===== config.mk =====
export PLATFORM = sky130hd
export DESIGN_NAME = uart_tx_fifo
export DESIGN_NICKNAME = d
export VERILOG_FILES = /design/src/rtl/uart_tx_fifo.sv
export SDC_FILE = /design/constraint.sdc
export NUM_CORES = 1
export LEC_CHECK = 0
export ABC_AREA = 1
export BUFFER_PORTS_ARGS = -buffer_cell sky130_fd_sc_hd__buf_2
export CORE_MARGIN = 4
export CORE_UTILIZATION = 25
export DETAILED_ROUTE_END_ITERATION = 7
export GPL_TIMING_DRIVEN = 0
export PLACE_DENSITY = 0.38
export REMOVE_ABC_BUFFERS = 1
export SYNTH_ARGS = -nofsm -noshare
export SYNTH_HDL_FRONTEND = slang
export SYNTH_SLANG_ARGS = --single-unit

===== constraint.sdc =====
create_clock -name clk -period 2.21 [get_ports clk]
set_input_delay 0.221 -clock clk [delete_from_list [all_inputs] [get_ports clk]]
set_output_delay 0.221 -clock clk [all_outputs]
set_load 0.005 [all_outputs]

===== src/rtl/uart_tx_fifo.sv =====
// uart_tx_fifo: FIFO-buffered UART transmitter, LSB first; optional parity via UART_TX_PARITY_EN
module uart_tx_fifo #(
    parameter int CLK_DIV    = 16,
    parameter int DATA_BITS  = 8,
    parameter int STOP_BITS  = 1,
    parameter int FIFO_DEPTH = 4,
    parameter int PARITY_ODD = 0
) (
    input  logic                          clk,
    input  logic                          clr,
    input  logic                          ready,
    input  logic [DATA_BITS-1:0]          tx_data,
    output logic                          txD,
    output logic                          tdre,
    output logic                          busy,
    output logic [$clog2(FIFO_DEPTH):0]   fifo_count,
    output logic                          overflow
);
    localparam int AW  = $clog2(FIFO_DEPTH);
    localparam int BDW = $clog2(CLK_DIV);
    localparam logic [AW:0] FULL = (AW+1)'(FIFO_DEPTH);
    generate
        if (CLK_DIV < 2 || DATA_BITS < 5 || DATA_BITS > 9 || STOP_BITS < 1 || STOP_BITS > 2 ||
            PARITY_ODD < 0 || PARITY_ODD > 1 || FIFO_DEPTH < 2 || (FIFO_DEPTH & (FIFO_DEPTH - 1)) != 0) begin : g_bad_param
            $error("uart_tx_fifo: illegal parameter value");
        end
    endgenerate
`ifdef UART_TX_PARITY_EN
    typedef enum logic [2:0] {IDLE, START, DATA, PARITY, STOP} state_t;
    logic par, par_n;
`else
    typedef enum logic [2:0] {IDLE, START, DATA, STOP} state_t;
`endif
    state_t                 state, state_n;
    logic [BDW-1:0]         baud, baud_n;
    logic [3:0]             bit_cnt, bit_n;
    logic [DATA_BITS-1:0]   sh, sh_n;
    logic [DATA_BITS-1:0]   mem [FIFO_DEPTH];
    logic [AW-1:0]          wr_ptr, rd_ptr;
    logic [AW:0]            count_n;
    logic                   txd_n, pop, wr_en, full, has_data, tick;
    assign full     = fifo_count == FULL;
    assign has_data = fifo_count != '0;
    assign wr_en    = ready && !full;
    assign tick     = baud == BDW'(CLK_DIV - 1);
    assign busy     = state != IDLE;
    assign count_n  = fifo_count + (AW+1)'(wr_en) - (AW+1)'(pop);
    // Next-state logic: bit timing, frame sequencing and FIFO pops
    always_comb begin
        state_n = state;
        baud_n  = (state == IDLE || tick) ? '0 : baud + 1'b1;
        bit_n   = bit_cnt;
        sh_n    = sh;
        pop     = 1'b0;
`ifdef UART_TX_PARITY_EN
        par_n   = par;
`endif
        case (state)
            IDLE: if (has_data) begin
                pop     = 1'b1;
                state_n = START;
            end
            START: if (tick) begin
                state_n = DATA;
                bit_n   = '0;
            end
            DATA: if (tick) begin
                if (bit_cnt == 4'(DATA_BITS - 1)) begin
`ifdef UART_TX_PARITY_EN
                    state_n = PARITY;
`else
                    state_n = STOP;
`endif
                    bit_n   = '0;
                end else begin
                    bit_n = bit_cnt + 1'b1;
                    sh_n  = sh >> 1;
                end
            end
`ifdef UART_TX_PARITY_EN
            PARITY: if (tick) begin
                state_n = STOP;
                bit_n   = '0;
            end
`endif
            STOP: if (tick) begin
                if (bit_cnt == 4'(STOP_BITS - 1)) begin
                    pop     = has_data;
                    state_n = has_data ? START : IDLE;
                    bit_n   = '0;
                end else begin
                    bit_n = bit_cnt + 1'b1;
                end
            end
            default: state_n = IDLE;
        endcase
        if (pop) begin
            sh_n  = mem[rd_ptr];
`ifdef UART_TX_PARITY_EN
            par_n = ^mem[rd_ptr] ^ (PARITY_ODD != 0);
`endif
        end
`ifdef UART_TX_PARITY_EN
        txd_n = state_n == START ? 1'b0 : state_n == DATA ? sh_n[0] : state_n == PARITY ? par_n : 1'b1;
`else
        txd_n = state_n == START ? 1'b0 : state_n == DATA ? sh_n[0] : 1'b1;
`endif
    end
    // Transmit state registers; txD is registered so the pin never glitches
    always_ff @(posedge clk or posedge clr) begin
        if (clr) begin
            state   <= IDLE;
            baud    <= '0;
            bit_cnt <= '0;
            sh      <= '0;
            txD     <= 1'b1;
`ifdef UART_TX_PARITY_EN
            par     <= 1'b0;
`endif
        end else begin
            state   <= state_n;
            baud    <= baud_n;
            bit_cnt <= bit_n;
            sh      <= sh_n;
            txD     <= txd_n;
`ifdef UART_TX_PARITY_EN
            par     <= par_n;
`endif
        end
    end
    // FIFO bookkeeping; full is judged before the edge so a same-cycle pop cannot rescue a write
    always_ff @(posedge clk or posedge clr) begin
        if (clr) begin
            wr_ptr     <= '0;
            rd_ptr     <= '0;
            fifo_count <= '0;
            tdre       <= 1'b1;
            overflow   <= 1'b0;
        end else begin
            wr_ptr     <= wr_ptr + AW'(wr_en);
            rd_ptr     <= rd_ptr + AW'(pop);
            fifo_count <= count_n;
            tdre       <= count_n != FULL;
            overflow   <= overflow | (ready && full);
        end
    end
    // FIFO storage needs no reset; only the pointers define valid contents
    always_ff @(posedge clk) begin
        if (wr_en) mem[wr_ptr] <= tx_data;
    end
endmodule


# After elaboration in Yosys (flattened, before gate mapping)
# Memory sizes are Yosys's and may differ from the RTL's.
# Index checks and enable logic that the tools add are counted.
# op_classes
n_addsub,6
n_eq_ne,13
reduce_logical,13
mux,27
bitwise,1
# ops
operator,n
$mux 8,4
$mux 4,6
$mux 3,6
$pmux 3 s4,1
$pmux 4 s3,1
$eq 3x2->1 const B,3
$reduce_bool 3->1,3
$add 4x1->4 const B,2
$mux 1,8
$ne 2x2->1 const B,4
$eq 3x1->1 const B,2
$add 2x1->2,2
$eq 4x3->1 const B,1
$eq 4x4->1 const B,1
$logic_not 4->1,1
$reduce_and 4->1,1
$reduce_bool 2->1,2
$add 3x1->3,1
$eq 3x3->1 const B,1
$logic_not 3->1,1
$ne 3x3->1 const B,1
$reduce_and 3->1,1
$sub 3x1->3,1
$logic_and 1x1->1,2
4 further kinds,4
# totals
memories,1
wordCells,72
register_bits,29
out_inout_bits,7
mem_bits_rw,32
inputBits,11
# mem_list
memory,words,width,rd,rd_ports_with_merged_regs,wr,line_no,rtl
mem,4,8,1,0,1,38,logic [DATA_BITS-1:0] mem [FIFO_DEPTH];

# Longest topological paths before layout
# Gate-level depths: netlist of the first run.
# depth
ltp_word,8
depth_mapped,13
ltp_nobuf,13

# Least setup slack after synthesis of the first run
# Ideal clock, no wire load.
# synth_path
path_type,reg-to-reg
start,reg baud[0]
end,reg tdre
setup_slack_ns,0.120
synth_period_minus_slack_ns,2.090
path_stages_with_launch,14
arrival_time_ns,2.008
n_path_buf,0
setup_time_ns,0.082
cell_sequence,dfrtp_1 ha_1 nand2_1 nor2_4 nand3_1 nand2_2 nand2_4 inv_4 nand2_1 nand2_1 ha_1 fa_1 xor2_1 nand2_1
# synth_between
elab_chain_cells,5
# synth_lines
element,line_no,rtl
start: declaration,35,"logic [BDW-1:0] baud, baud_n;"
start signal: assignment,122,baud <= baud_n;
$eq 4x4->1,45,assign tick = baud == BDW'(CLK_DIV - 1);
$mux 1,86,STOP: if (tick) begin
$pmux 1 s2,58,case (state)
$sub 3x1->3,47,assign count_n = fifo_count + (AW+1)'(wr_en) - (AW+1)'(pop);
named net count_n[2],40,logic [AW:0] count_n;
$ne 3x3->1,143,tdre <= count_n != FULL;
end signal: assignment,137,tdre <= 1'b1;
end signal: assignment,143,
end: declaration,14,"output logic tdre,"
# The timed path passes the listed nets, and every way through them passes these cells.
# A chain may end at the register's enable or synchronous reset.

# Worst setup path in the final report of the first run
# Ends and elaborated chain as after synthesis.

==> results.yml, run 1 <==
run_status:
  outcome: "complete, no violations"
cts:
  clockRootBuffer: "clkbuf_8"
  cts_buffers: 9
  cts_sinks: 61
  clk_latency_ps: 350
  tritoncts: "yes"
  htree_levels: 3
  clk_pin_slew_ps: 80
  cts_hold_buf: 0
  clk_path_buf_depth: 2
sta:
  worstMarginPinSlew_ps: 1138
  fmax_mhz: 480.7
  setup_slack_ps: 129.7
  slew_viol_final: 0
  min_period_ps: 2080
  rsz0062_at_grt: "false"
  fin_skew_ps: 7.955
  max_slew_margin_pct: 24.05
  hold_viol: 0
  setup_violations: 0
  fin_crit_sh_pct: 94.13
worst_setup_path:
  setup.worst_path.start_class: "flip-flop"
  endpoint_kind: "flip-flop"
  worstPathArrival_ps: 2350
  r2r-start: "baud[0]$_DFF_PP0_"
  crit_type: "reg -> reg"
  required_ps: 2480
  worstPathMaxFanout: 4
  r2r_end: "tdre$_DFF_PP1_"
  r2r_cells: 12
  reg2reg_slack_ps: 130
  startpoint: "baud[0]$_DFF_PP0_"
place:
  gp_congestion: 0.7548
  placed_area_um2: 2905
  post-dp-hpwl_um: 3531
  port-buffer-count: 17
  dp_worst_setup_slack_ps: -204.0
detailed_routing:
  met1_length_um: 2425
  drt_iter0_drc: 60
  wl_met3_um: 170
  routed.top_layer: "met4"
  dr_total_vias: 1770
  via_per_inst: 4.126
  first_pass_iters: 4
  dr_wl_met2_um: 2555
  ant_nets: 0
  wirelength_um: 5252
  drc: 0
  routedWlPerCell_um: 12.24
pwr:
  power.leakage_nw: 1.369
  ir_drop_uv: 331.4
  power.density_nw_per_um2: 1193
min_path:
  holdPathStages: 1
  min-delay-start: "tx_data[0]"
  holdPathEnd: "mem[2][0]$_DFFE_PP_"
  hp-class: "in -> reg"
cells_and_area:
  fin_nets: 305
  design_area_um2: 3222
  drive_above_1_share_pct: 22.87
  layout_commonest_cell: "nand2_1"
  syn2layout_area_growth_pct: 21.41
  most-common-layout-cells: "nand2_1 (44), nor2_1 (36), edfxtp_1 (32)"
  nFillCells: 1080
  antenna_cells: 0
global_routing:
  global_route.overflow_total: 0
  grt_max_degree: 30
  grt_use_total_pct: 9.129
  grt_pass1_wl_um: 8742
  grt_pass1_vias: 1814
  antenna_found_initial: 0
floorplan:
  io_pins: 18
  die_area_um2: 12330
  coreArea_um2: 10320
  std_cell_rows: 37
  die_w_um: 111.0
  initial_core_util_pct: 25.71
  die_h_um: 111.0
synth:
  ys_warn_count: 0
  netlist_area_um2: 2654
  ys_types: 31
  synth-seq-cells: 61
  syn_avg_cell_area_um2: 10.37
  synthCells: 256
  yosysSeqAreaShare_pct: 63.65
flow_run:
  cap_violations: 0
-- flip-flops by register name, indices dropped and copies added (netlist names) --
name and flops:
baud 4, bit_cnt 4, fifo_count 3, mem 32
overflow 1, rd_ptr 2, sh 8, state 3
tdre 1, txD 1, wr_ptr 2
-- repair_timing --
| item | in CTS | in global routing |
|---|---|---|
| resized for setup | 6 | 6 |
| pin swaps | 4 | 7 |
| buffers inserted | 2 | 6 |
| cloned | 0 | 0 |
| setup endpoints to repair | 11 | 3 |
| endpoints found under the hold margin | 0 | 0 |
-- per-layer routing --
| metal | global-route usage, % | up-vias |
|---|---|---|
| met1 | 10.96 | 825 |
| met2 | 14.81 | 19 |
| li1 | - | 916 |
| met3 | 2.948 | 10 |
| met5 | 0 | - |
| met4 | 4.380 | 0 |
-- worst max path at each step --
stage	endpoint	cells past startpoint	slack [ps]
6_report	tdre$_DFF_PP1_	12	130
5_1_grt	tdre$_DFF_PP1_	12	3
4_1_cts	tdre$_DFF_PP1_	13	3
3_5_place_dp	tdre$_DFF_PP1_	13	-200
3_3_place_gp	tdre$_DFF_PP1_	13	-190
2_1_floorplan	tdre$_DFF_PP1_	13	120
-- cells in the mapped netlist (all sizes together) --
cell | n | area (µm²)
nor3b | 1 | 7.510
dfrtp | 27 | 675.7
nand4 | 2 | 12.51
nand3 | 19 | 100.1
o21ai | 19 | 95.09
o22ai | 6 | 37.54
edfxtp | 32 | 960.9
conb | 1 | 3.750
buf | 3 | 15.01
o21bai | 1 | 7.510
xor2 | 6 | 52.55
o2111ai | 1 | 8.760
nand2 | 50 | 197.7
inv | 27 | 103.9
nand3b | 1 | 7.510
xnor2 | 1 | 8.760
dfstp | 2 | 52.55
clkbuf | 1 | 3.750
nor3 | 6 | 30.03
a21oi | 4 | 20.02
ha | 5 | 62.56
nor2 | 40 | 170.2
fa | 1 | 20.02
-- critical path, cell delays in order (launching register included) --
cell and delay (ps):
dfrtp_1 400, ha_4 160, nand2_2 60, nor2_4 110, nand3_2 110, nand2_2 120, nand2_4 80, nand2_1 80
nand2_2 60, ha_4 150, fa_1 410, xor2_1 190, nand2_1 80
-- metrics by stage --
stage | cells | hold WS (ps) | setup TNS, ps | power, mW | utilization (%)
2_1_floorplan | 252 | 297.6 | 0 | 2.408 | -
3_3_place_gp | 405 | 441.3 | -2428 | 2.735 | 28.00
3_5_place_dp | 405 | 444.5 | -828.5 | 2.753 | 28.14
4_1_cts | 423 | 75.07 | 0 | 3.845 | 30.48
5_1_grt | 429 | 74.81 | 0 | 4.145 | 31.21
6_report | 429 | 91.24 | 0 | 3.844 | 31.21
-- cell families after synthesis --
family	after synthesis	share of synthesized area [%]
buf+inv	31	4.621
compound gates	31	6.365
fa+ha+maj	6	3.112
other cells	1	0.1413
xor+xnor	7	2.310
flops	61	63.65
simple gates	119	19.80
-- report_power, final --
part | switching (mW) | total [mW] | internal (mW)
registers | 0.243 | 1.78 | 1.54
clock network | 0.503 | 1.04 | 0.538
logic | 0.610 | 1.02 | 0.414
-- cell type report --
cell class,instances,area [µm²],area share (%)
clock inverters,7,82.58,2.563
well taps,136,170.2,5.282
inverters,27,108.9,3.379
repair buffers,25,145.1,4.505
clock buffers,9,123.9,3.845
flip-flops and latches,61,1689,52.43
multi-input cells,164,902.1,28.00
Note: power is estimated with default switching activity, not from simulation.
==> inputs of run 2 (changes only) <==
--- a/config.mk
+++ b/config.mk
@@ -6,12 +6,12 @@
 export NUM_CORES = 1
 export LEC_CHECK = 0
 export ABC_AREA = 1
-export BUFFER_PORTS_ARGS = -buffer_cell sky130_fd_sc_hd__buf_2
 export CORE_MARGIN = 4
-export CORE_UTILIZATION = 25
+export CORE_UTILIZATION = 56
 export DETAILED_ROUTE_END_ITERATION = 7
+export DONT_BUFFER_PORTS = 1
 export GPL_TIMING_DRIVEN = 0
-export PLACE_DENSITY = 0.38
+export PLACE_DENSITY = 0.71
 export REMOVE_ABC_BUFFERS = 1
 export SYNTH_ARGS = -nofsm -noshare
 export SYNTH_HDL_FRONTEND = slang
==> run 2 against run 1 <==
  * Clock skew increased by 4.5 ps
  * Setup slack got worse by 18 ps
  * Critical path depth is 1 higher
  * Global-route usage is 8.5 points higher
  * Maximum frequency down 0.88%
  * Core utilization up 38 points
  * Highest routed layer unchanged
  * Critical path type unchanged
  * First-iteration DRC count up 110%
  * Sequential power about the same
  * Sequential share of layout area rose by 2.4 points
==> results.yml, run 2 (synthesis results as in run 1) <==
detailed_routing:
  ant_nets: 0
  met1_length_um: 2162
  drt_iter0_drc: 125
  routed.top_layer: "met4"
  dr_total_vias: 1815
  wl_met3_um: 185
  routedWlPerCell_um: 14.39
  via_per_inst: 5.418
  drc: 0
  wirelength_um: 4819
  first_pass_iters: 4
  dr_wl_met2_um: 2414
global_routing:
  grt_pass1_vias: 1745
  grt_use_total_pct: 17.63
  grt_pass1_wl_um: 8045
  antenna_found_initial: 0
  global_route.overflow_total: 0
  grt_max_degree: 30
cells_and_area:
  largestRegisters: "mem (32), sh (8)"
  syn2layout_area_growth_pct: 16.12
  fin_nets: 295
  largest_register_ff_count: 32
  drive_above_1_share_pct: 17.31
  most-common-layout-cells: "nand2_1 (46), nor2_1 (36), edfxtp_1 (32)"
  layout_commonest_cell: "nand2_1"
  nFillCells: 343
  regMostFlops: "mem"
  utilization_pct: 68.88
  antenna_cells: 0
  design_area_um2: 3082
sta:
  timing.hold.ws_ps: 23.16
  hold_viol: 0
  fin_skew_ps: 12.44
  worstMarginPinSlew_ps: 1084
  fin_setup_tns_ps: 0
  fmax_mhz: 476.5
  setup_violations: 0
  min_period_ps: 2099
  setup_slack_ps: 111.3
  slew_viol_final: 0
  fin_crit_sh_pct: 94.96
  max_slew_margin_pct: 27.66
floorplan:
  std_cell_rows: 24
  initial_core_util_pct: 59.31
  coreArea_um2: 4474
  die_w_um: 76.84
  io_pins: 18
  die_h_um: 76.84
  die_area_um2: 5904
pwr:
  ir_drop_uv: 774.1
  power.density_nw_per_um2: 1191
  power.leakage_nw: 1.324
place:
  dp_worst_setup_slack_ps: -115.3
  gp_congestion: 0.8274
  port-buffer-count: 0
  post-dp-hpwl_um: 3024
  placed_area_um2: 2700
worst_setup_path:
  setup.worst_path.start_class: "flip-flop"
  startpoint: "baud[1]$_DFF_PP0_"
  r2r-start: "baud[1]$_DFF_PP0_"
  crit_type: "reg -> reg"
  worstPathArrival_ps: 2360
  r2r_cells: 13
  worstPathMaxFanout: 6
  endpoint_kind: "flip-flop"
  required_ps: 2470
cts:
  tritoncts: "yes"
  clockRootBuffer: "clkbuf_8"
  clk_path_buf_depth: 2
  cts_sinks: 61
  clk_pin_slew_ps: 60
  cts_buffers: 9
  clk_latency_ps: 340
  htree_levels: 3
flow_run:
  cap_violations: 0
min_path:
  min-delay-start: "ready"
  holdPathStages: 2
  hp-class: "in -> reg"
run_status:
  outcome: "complete, no violations"
run 2: path summary, 6_finish.rpt:
path	to	slack (ps)
worst max-delay path	tdre$_DFF_PP1_	110
worst min-delay path	overflow$_DFF_PP0_	20
worst max register to register	tdre$_DFF_PP1_	110
worst min register to register	sh[7]$_DFFE_PP0P_	490
max in group asynchronous	state[0]$_DFF_PP0_	1450
min in group asynchronous	state[1]$_DFF_PP0_	40
run 2: per-stage QoR:
step / total power, mW / instances
global route: 3.943 / 335
finish: 3.671 / 335
detailed placement: 2.655 / 304
floorplan: 2.408 / 252
global placement: 2.620 / 304
CTS: 3.630 / 330
run 2: area by class of cell:
class | count | area (µm²) | share of cell area, %
Sequential cell | 61 | 1690 | 54.85
Multi-Input combinational cell | 164 | 902.1 | 29.27
Timing Repair Buffer | 15 | 132.6 | 4.304
Clock buffer | 11 | 131.4 | 4.263
Inverter | 27 | 108.9 | 3.532
Tap cell | 52 | 65.06 | 2.111
Clock inverter | 5 | 51.30 | 1.665
run 2: worst max-delay path, cell delays in order (launching register included):
cell	delay, ps
dfrtp_1	390
ha_4	160
nand2_2	60
nor2_4	110
nand3_2	100
nand2_2	120
nand2_4	100
inv_8	70
nand2_2	60
nand2_1	90
ha_2	170
fa_2	440
nor2_1	100
nand2_1	60
run 2: what timing repair did:
item	4_1_cts	5_1_grt
setup endpoints to repair	11	18
endpoints found under the hold margin	32	0
setup buffers	2	5
gates resized for setup	6	12
pin swaps	3	6
cloned	0	0
hold buffers	8	0
run 2: layer usage:
| layer | global-route usage, % | vias to the layer above |
|---|---|---|
| met5 | 0 | - |
| met4 | 7.428 | 0 |
| met3 | 5.152 | 6 |
| met2 | 27.61 | 34 |
| met1 | 22.93 | 873 |
| li1 | - | 902 |
run 2: where the power goes:
group | switching, mW | internal [mW] | total (mW)
sequential | 0.261 | 1.54 | 1.80
combinational | 0.581 | 0.365 | 0.946
clock | 0.410 | 0.513 | 0.923
